## config.mk

```make
export PLATFORM = sky130hd
export DESIGN_NAME = uart_tx_flat
export DESIGN_NICKNAME = d
export VERILOG_FILES = /design/src/rtl/uart_tx_if.sv /design/src/rtl/uart_tx.sv /design/src/flat_wrapper.sv
export SDC_FILE = /design/constraint.sdc
export NUM_CORES = 1
export LEC_CHECK = 0
export CORE_MARGIN = 2
export CORE_UTILIZATION = 55
export CTS_CLUSTER_SIZE = 14
export DETAILED_ROUTE_END_ITERATION = 10
export PLACE_DENSITY = 0.75
export SLEW_MARGIN = 20
export SYNTH_ARGS = -nofsm -noshare
export SYNTH_HDL_FRONTEND = slang
export SYNTH_SLANG_ARGS = --single-unit
```

## constraint.sdc

```tcl
create_clock -name sys_clk -period 2.4 [get_ports sys_clk]
set_input_delay 0.48 -clock sys_clk [delete_from_list [all_inputs] [get_ports sys_clk]]
set_output_delay 0.48 -clock sys_clk [all_outputs]
set_load 0.005 [all_outputs]
```

## src/rtl/uart_tx_if.sv

```systemverilog
// uart_tx_if: write handshake, status and serial line of the buffered UART transmitter
interface uart_tx_if #(
    parameter int FIFO_DEPTH = 16
);
    logic [7:0] pi_data;
    logic pi_flag;
    logic pi_ready;
    logic ovf_flag;
    logic tx;
    logic tx_busy;
    logic [$clog2(FIFO_DEPTH):0] fifo_level;
    modport master (output pi_data, pi_flag, input pi_ready, ovf_flag, tx, tx_busy, fifo_level);
    modport slave (input pi_data, pi_flag, output pi_ready, ovf_flag, tx, tx_busy, fifo_level);
endinterface

```

## src/rtl/uart_tx.sv

```systemverilog
// uart_tx: buffered 8N1/8N2 UART transmitter, byte FIFO feeding an LSB-first serializer
module uart_tx #(
    parameter int UART_BPS = 115200,
    parameter int CLK_FREQ = 100_000_000,
    parameter int FIFO_DEPTH = 16,
    parameter int STOP_BITS = 1
) (
    input logic sys_clk,
    input logic sys_rst,
    uart_tx_if.slave bus
);
    localparam int BAUD_CNT_MAX = CLK_FREQ / UART_BPS;
    localparam int CW = BAUD_CNT_MAX > 1 ? $clog2(BAUD_CNT_MAX) : 1;
    localparam int AW = $clog2(FIFO_DEPTH);
    localparam int LW = AW + 1;
    typedef enum logic [1:0] {IDLE, START, DATA, STOP} state_t;
    state_t state, state_n;
    logic [CW-1:0] cnt, cnt_n;
    logic [2:0] bit_cnt, bit_n;
    logic [7:0] shift, shift_n;
    logic [7:0] mem [FIFO_DEPTH];
    logic [AW-1:0] wp, rp;
    logic [LW-1:0] level;
    logic tick, last_stop, push, pop, tx_r, busy_r, ovf_r;
    assign tick = cnt == CW'(BAUD_CNT_MAX - 1);
    assign last_stop = bit_cnt == 3'(STOP_BITS - 1);
    assign push = bus.pi_flag && bus.pi_ready;
    assign pop = level != '0 && (state == IDLE || (state == STOP && tick && last_stop));
    assign bus.pi_ready = level != LW'(FIFO_DEPTH);
    assign bus.fifo_level = level;
    assign bus.tx = tx_r;
    assign bus.tx_busy = busy_r;
    assign bus.ovf_flag = ovf_r;
    // bit_cnt wraps 7->0 on entering STOP and then counts stop bits
    always_comb begin
        state_n = state;
        cnt_n = (state == IDLE || tick) ? '0 : cnt + CW'(1);
        bit_n = bit_cnt;
        shift_n = shift;
        unique case (state)
            IDLE: if (pop) begin
                state_n = START;
                shift_n = mem[rp];
                bit_n = '0;
            end
            START: if (tick) state_n = DATA;
            DATA: if (tick) begin
                shift_n = shift >> 1;
                bit_n = bit_cnt + 3'd1;
                state_n = bit_cnt == 3'd7 ? STOP : DATA;
            end
            STOP: if (tick) begin
                bit_n = bit_cnt + 3'd1;
                if (last_stop) begin
                    state_n = pop ? START : IDLE;
                    shift_n = pop ? mem[rp] : shift;
                    bit_n = '0;
                end
            end
        endcase
    end
    always_ff @(posedge sys_clk) begin
        if (sys_rst) begin
            state <= IDLE;
            cnt <= '0;
            bit_cnt <= '0;
            shift <= '0;
            wp <= '0;
            rp <= '0;
            level <= '0;
            tx_r <= 1'b1;
            busy_r <= 1'b0;
            ovf_r <= 1'b0;
        end else begin
            state <= state_n;
            cnt <= cnt_n;
            bit_cnt <= bit_n;
            shift <= shift_n;
            wp <= push ? wp + AW'(1) : wp;
            rp <= pop ? rp + AW'(1) : rp;
            level <= level + LW'(push) - LW'(pop);
            tx_r <= state == DATA ? shift[0] : state != START;
            busy_r <= state != IDLE;
            ovf_r <= bus.pi_flag && !bus.pi_ready;
        end
    end
    always_ff @(posedge sys_clk)
        if (push) mem[wp] <= bus.pi_data;
endmodule

```

## src/flat_wrapper.sv

```systemverilog
// flat-port wrapper written by rule: the top's interface ports become plain ports
module uart_tx_flat 
#(
    parameter int UART_BPS = 115200,
    parameter int CLK_FREQ = 100_000_000,
    parameter int FIFO_DEPTH = 16,
    parameter int STOP_BITS = 1
)
  (sys_clk, sys_rst, bus_pi_data, bus_pi_flag, bus_pi_ready, bus_ovf_flag, bus_tx, bus_tx_busy, bus_fifo_level);
  uart_tx_if #(.FIFO_DEPTH(FIFO_DEPTH)) bus_i ();
  input logic sys_clk;
  input logic sys_rst;
  input wire logic [$bits(bus_i.pi_data)-1:0] bus_pi_data;
  input wire logic [$bits(bus_i.pi_flag)-1:0] bus_pi_flag;
  output wire logic [$bits(bus_i.pi_ready)-1:0] bus_pi_ready;
  output wire logic [$bits(bus_i.ovf_flag)-1:0] bus_ovf_flag;
  output wire logic [$bits(bus_i.tx)-1:0] bus_tx;
  output wire logic [$bits(bus_i.tx_busy)-1:0] bus_tx_busy;
  output wire logic [$bits(bus_i.fifo_level)-1:0] bus_fifo_level;
  assign bus_i.pi_data = bus_pi_data;
  assign bus_i.pi_flag = bus_pi_flag;
  assign bus_pi_ready = bus_i.pi_ready;
  assign bus_ovf_flag = bus_i.ovf_flag;
  assign bus_tx = bus_i.tx;
  assign bus_tx_busy = bus_i.tx_busy;
  assign bus_fifo_level = bus_i.fifo_level;
  uart_tx #(.UART_BPS(UART_BPS), .CLK_FREQ(CLK_FREQ), .FIFO_DEPTH(FIFO_DEPTH), .STOP_BITS(STOP_BITS)) u_core (.sys_clk(sys_clk), .sys_rst(sys_rst), .bus(bus_i));
endmodule
```

### After elaboration in Yosys (flattened, before gate mapping)

Memories as Yosys holds them, arrays and structs flattened. A register that Yosys moved wholly into a read port is not among the register bits.
Index checks and enable logic that the tools add are counted.

* mux-type cells: 23
* reductions and logical operators: 17
* eq/ne operators: 12
* add/sub/neg operators: 6

Operators with widths (number)
* two-way mux 8 bit: 4
* one-hot mux 8 bit (3 select lines): 1
* two-way mux 3 bit: 4
* inequality test 2 x 1 -> 1 bit (second input constant): 6
* adder 10 x 1 -> 10 bit (second input constant): 1
* equality test 10 bit (second input constant): 1
* two-way mux 2 bit: 5
* one-hot mux 3 bit (3 select lines): 1
* adder 4 x 1 -> 4 bit (second input constant): 2
* two-way mux 4 bit: 2
* one-hot mux 2 bit (4 select lines): 1
* AND reduction 4 bit: 2
* adder 5 x 1 -> 5 bit: 1
* logical AND 1 bit: 5
* two-way mux 1 bit: 5
* inequality test 5 bit (second input constant): 1
* AND reduction 5 bit: 1
* nonzero test 5 bit: 1
* subtractor 5 x 1 -> 5 bit: 1
* equality test 2 bit (second input constant): 2
* adder 3 x 1 -> 3 bit (second input constant): 1
* equality test 3 bit (second input constant): 1
* logical NOT 3 bit: 1
* nonzero test 3 bit: 1
* 6 further kinds: 7

* input bits: 11
* output and inout port bits: 9
* memories: 1
* register bits: 39
* bits in writable memories: 128

Memories
* u_core.mem: depth 16, bits a word 8, read ports 1, clocked after memory_dff 1, write ports 1, line uart_tx.sv:21 `logic [7:0] mem [FIFO_DEPTH];`

### Longest topological paths before layout

* depth after elaboration: 9
* depth in mapped cells: 15
* gate-level depth less buffers: 15

### Worst setup path before layout

Ideal clock, no wire load.

* kind: register to register
* from: reg u_core.state[0]
* to: reg u_core.level[4], in the netlist u_core.bus.fifo_level[4]
* data arrival time: 2.512 ns
* stages on the path, launching flop included: 15
* clock period less this slack: 2.639 ns
* buffers on the path: 0
* data required time: 2.272 ns
* setup slack: -0.239 ns
* path through: dfxtp_1 ha_1 nor4bb_1 nand4_1 a21o_1 inv_1 ha_1 inv_1 ha_1 fa_1 a21oi_1 nor2_1 nor2_1 xnor2_1 nor2_1

* word-level cells in the longest chain between the ends: 6
* elaborated cells on any way between the ends: 7

Ends and longest elaborated chain
* start: declaration: line uart_tx.sv:17 `state_t state, state_n;`
* start signal: assignment: line uart_tx.sv:75 `state <= state_n;`
* equality test 2 bit: line uart_tx.sv:28 `assign pop = level != '0 && (state == IDLE || (state == STOP && tick && last_stop));`
* logical AND 1 bit (2 in a row): line uart_tx.sv:28
* logical OR 1 bit (*): line uart_tx.sv:28
* logical AND 1 bit (*): line uart_tx.sv:28
* subtractor 5 x 1 -> 5 bit (*): line uart_tx.sv:81 `level <= level + LW'(push) - LW'(pop);`
* end signal: assignment: line uart_tx.sv:81
* end: declaration: line uart_tx.sv:23 `logic [LW-1:0] level;`

Mark *: on every way between the ends. The rest lies on a longest branch, timed or not.
A chain may end at the register's enable or synchronous reset.

### Worst setup path in the final report

Same ends and word-level chain as after synthesis.

==> results.tsv <==
metric	value	unit
fin nets	571	
DR vias/cell	5.72	
Clock Latency Late Sink	430	ps
Hold Slack	446	ps
vias	4135	
unrepaired setup endpoints after global routing	true	
syn_nets	505	
CTS Buf Count	17	
IO buf count	19	
Finished Layout Cells	723	
drt first pass iters	4	
largest net degree at the start of global routing	24	
num rows	41	
Critical Path Source Type	flip-flop	
Worst path top cell family by delay	adder cells	
r2r setup slk	-80	ps
outcome	finished, violations left	
DRC violations left	0	
Setup Viol. Count Final	1	
CP Class	flip-flop to flip-flop	
Root Buffer	clkbuf_16	
Max Transition Viols Final	0	
area grow syn2layout	19.9	%
clock buffer depth	2	
CP Capture Type	flip-flop	
routability cong.	0.832	
Yosys reg bits	171	
Fin Setup TNS	-75.6	ps
Initial Util	56.4	%
Syn Inst Count	472	
I/O Pins	20	
Placed Instances	687	
peak supply drop	0.000700	V
Routed WL per cell	19.2	µm
power density cells	1070	nW/µm²
Final WS setup	-75.6	ps
P_leak	2.96	nW
share of flip-flops with an asynchronous set or reset	0	%
CTS tree	built	
layout cells sized above 1	22.7	%
Worst path slowest cell	dfxtp_2	
Syn. warnings	0	
vias in the first global route	4114	
Place WS	-165	ps
most frequent cells in the layout	edfxtp_1 (128), buf_4 (44), dfxtp_1 (36), nor2_1 (30)	
Worst-path clk slew	70	ps
post-synthesis sequential area ratio	65.8	%
Highest Clock Rate	0.404	GHz
syn avg cell area	15.1	µm²
grt total ovfl	0	
Die W	118	µm
failing checks	negative setup slack	
Tot GR Track Use	21.1	%
Buf/Inv on CP	2	
Synth Flop Type	edfxtp_1	
Hold-fix buffers, CTS	0	
Netlist cell types	49	
max cap viols	0	
# diodes	0	
DRT Wirelength	13800	µm
worst path cell trace	ha_4 > nor4bb_4 > nand4_1 > a21o_1 > inv_2 > ha_4 > inv_2 > ha_4 > fa_2 > a21oi_2 > nor2_1 > nor2_1 > xnor2_1 > nor2_1	
Rel. slew slack	56.2	%
global-route wire length before repair	22100	µm
Hold Crit Class	flip-flop to flip-flop	
most common cell after layout, fill and taps aside	edfxtp_1	
initial antenna violation count	0	
fin area	8570	µm²
CP Max Fanout	2	
WP data required	2720	ps
final hold vios	0	
HPWL after DPL	9300	µm
Worst-Margin Slew	656	ps
Final min period	2480	ps
critical path arrival	2790	ps
final worst path period share	103	%
Setup Skew	7.98	ps
Die Y	118	µm
number of DRC markers in iteration 0	313	
mapped cell area	7150	µm²
Core Region	12700	µm²
die area	13900	µm²
CTS H-tree lvls	4	
Post-synth EDFFs	128	
CTS Sinks	171	
CP peak stage delay	360	ps
placed inst area	7950	µm²
Final ANT Viol Nets	0	
-- report_power, final --
part | internal, mW | leakage [nW] | switching (mW)
combinational | 1.49 | 1.18 | 1.37
clock | 1.54 | 0.276 | 1.10
sequential | 3.44 | 1.51 | 0.202
-- layer usage --
metal  global-route usage (%)  wire length, µm  vias to the layer above
met2                     34.7             6960                      108
met5                        0                0                        -
li1                         -                -                     1931
met4                     7.08              198                        0
met1                     28.0             6040                     2079
met3                     4.60              644                       17
-- layout make-up --
class | count | area [µm²]
tap | 172 | 215
inverter | 22 | 82.6
fill | 849 | 4100
multi-input combinational | 257 | 2340
sequential | 171 | 4720
timing repair buffer | 69 | 641
clock buffer | 19 | 433
clock inverter | 13 | 141
-- flip-flops by register name, summed over array words and instances (netlist names), named ones only --
name,cells
u_core.mem,128
u_core.cnt,10
u_core.shift,8
u_core.bus.fifo_level,5
u_core.rp,4
u_core.wp,4
u_core.bit_cnt,3
u_core.state,2
u_core.bus.ovf_flag,1
u_core.bus.tx,1
u_core.bus.tx_busy,1
-- path summary, 6_finish.rpt --
check | startpoint | to | cells past startpoint
worst max-delay path | u_core.state[0] | u_core.bus.fifo_level[4] | 14
worst min-delay path | u_core.cnt[0] | u_core.cnt[0] | 1
worst min register to register | u_core.cnt[0] | u_core.cnt[0] | 1
worst max register to register | u_core.state[0] | u_core.bus.fifo_level[4] | 14
-- per-stage QoR --
stage / util [%] / total power, mW
5_1_grt: 67.7 / 9.59
3_3_place_gp: 62.7 / 6.35
3_5_place_dp: 62.7 / 6.46
4_1_cts: 67.5 / 9.16
2_1_floorplan: - / 5.55
6_report: 67.7 / 9.15
-- cell families (layout without fill, tap and decap cells) --
| group | after synthesis | count (layout) | synth area share (%) |
|---|---|---|---|
| AOI/OAI and AO/OA | 54 | 54 | 5.86 |
| buffers and inverters | 44 | 123 | 2.77 |
| xor gates and xnor gates | 17 | 17 | 2.08 |
| and+or+nand+nor | 118 | 118 | 9.05 |
| muxes | 46 | 46 | 10.5 |
| DFF | 171 | 171 | 65.8 |
| adders and majority gates | 22 | 22 | 3.96 |
-- timing repair --
item                                    4_1_cts  5_1_grt
gates resized for setup                       2        2
pin swaps                                    10        4
setup buffers                                 3        1
endpoints found under the setup margin        2        4
-- Yosys cell counts (9+ instances only) --
| cell | number | area, µm² |
|---|---|---|
| nor2b_1 | 18 | 113 |
| mux2i_1 | 19 | 190 |
| mux4_2 | 12 | 270 |
| nor2_1 | 30 | 113 |
| ha_1 | 21 | 263 |
| a21oi_1 | 9 | 45.0 |
| nand2b_1 | 9 | 56.3 |
| nand2_1 | 12 | 45.0 |
| inv_1 | 21 | 78.8 |
| a211oi_1 | 12 | 90.1 |
| nor3_1 | 10 | 50.1 |
| dfxtp_1 | 43 | 861 |
| xor2_1 | 10 | 87.6 |
| edfxtp_1 | 128 | 3840 |
| clkbuf_1 | 11 | 41.3 |
No activity file was read; power rests on OpenSTA's default activity.
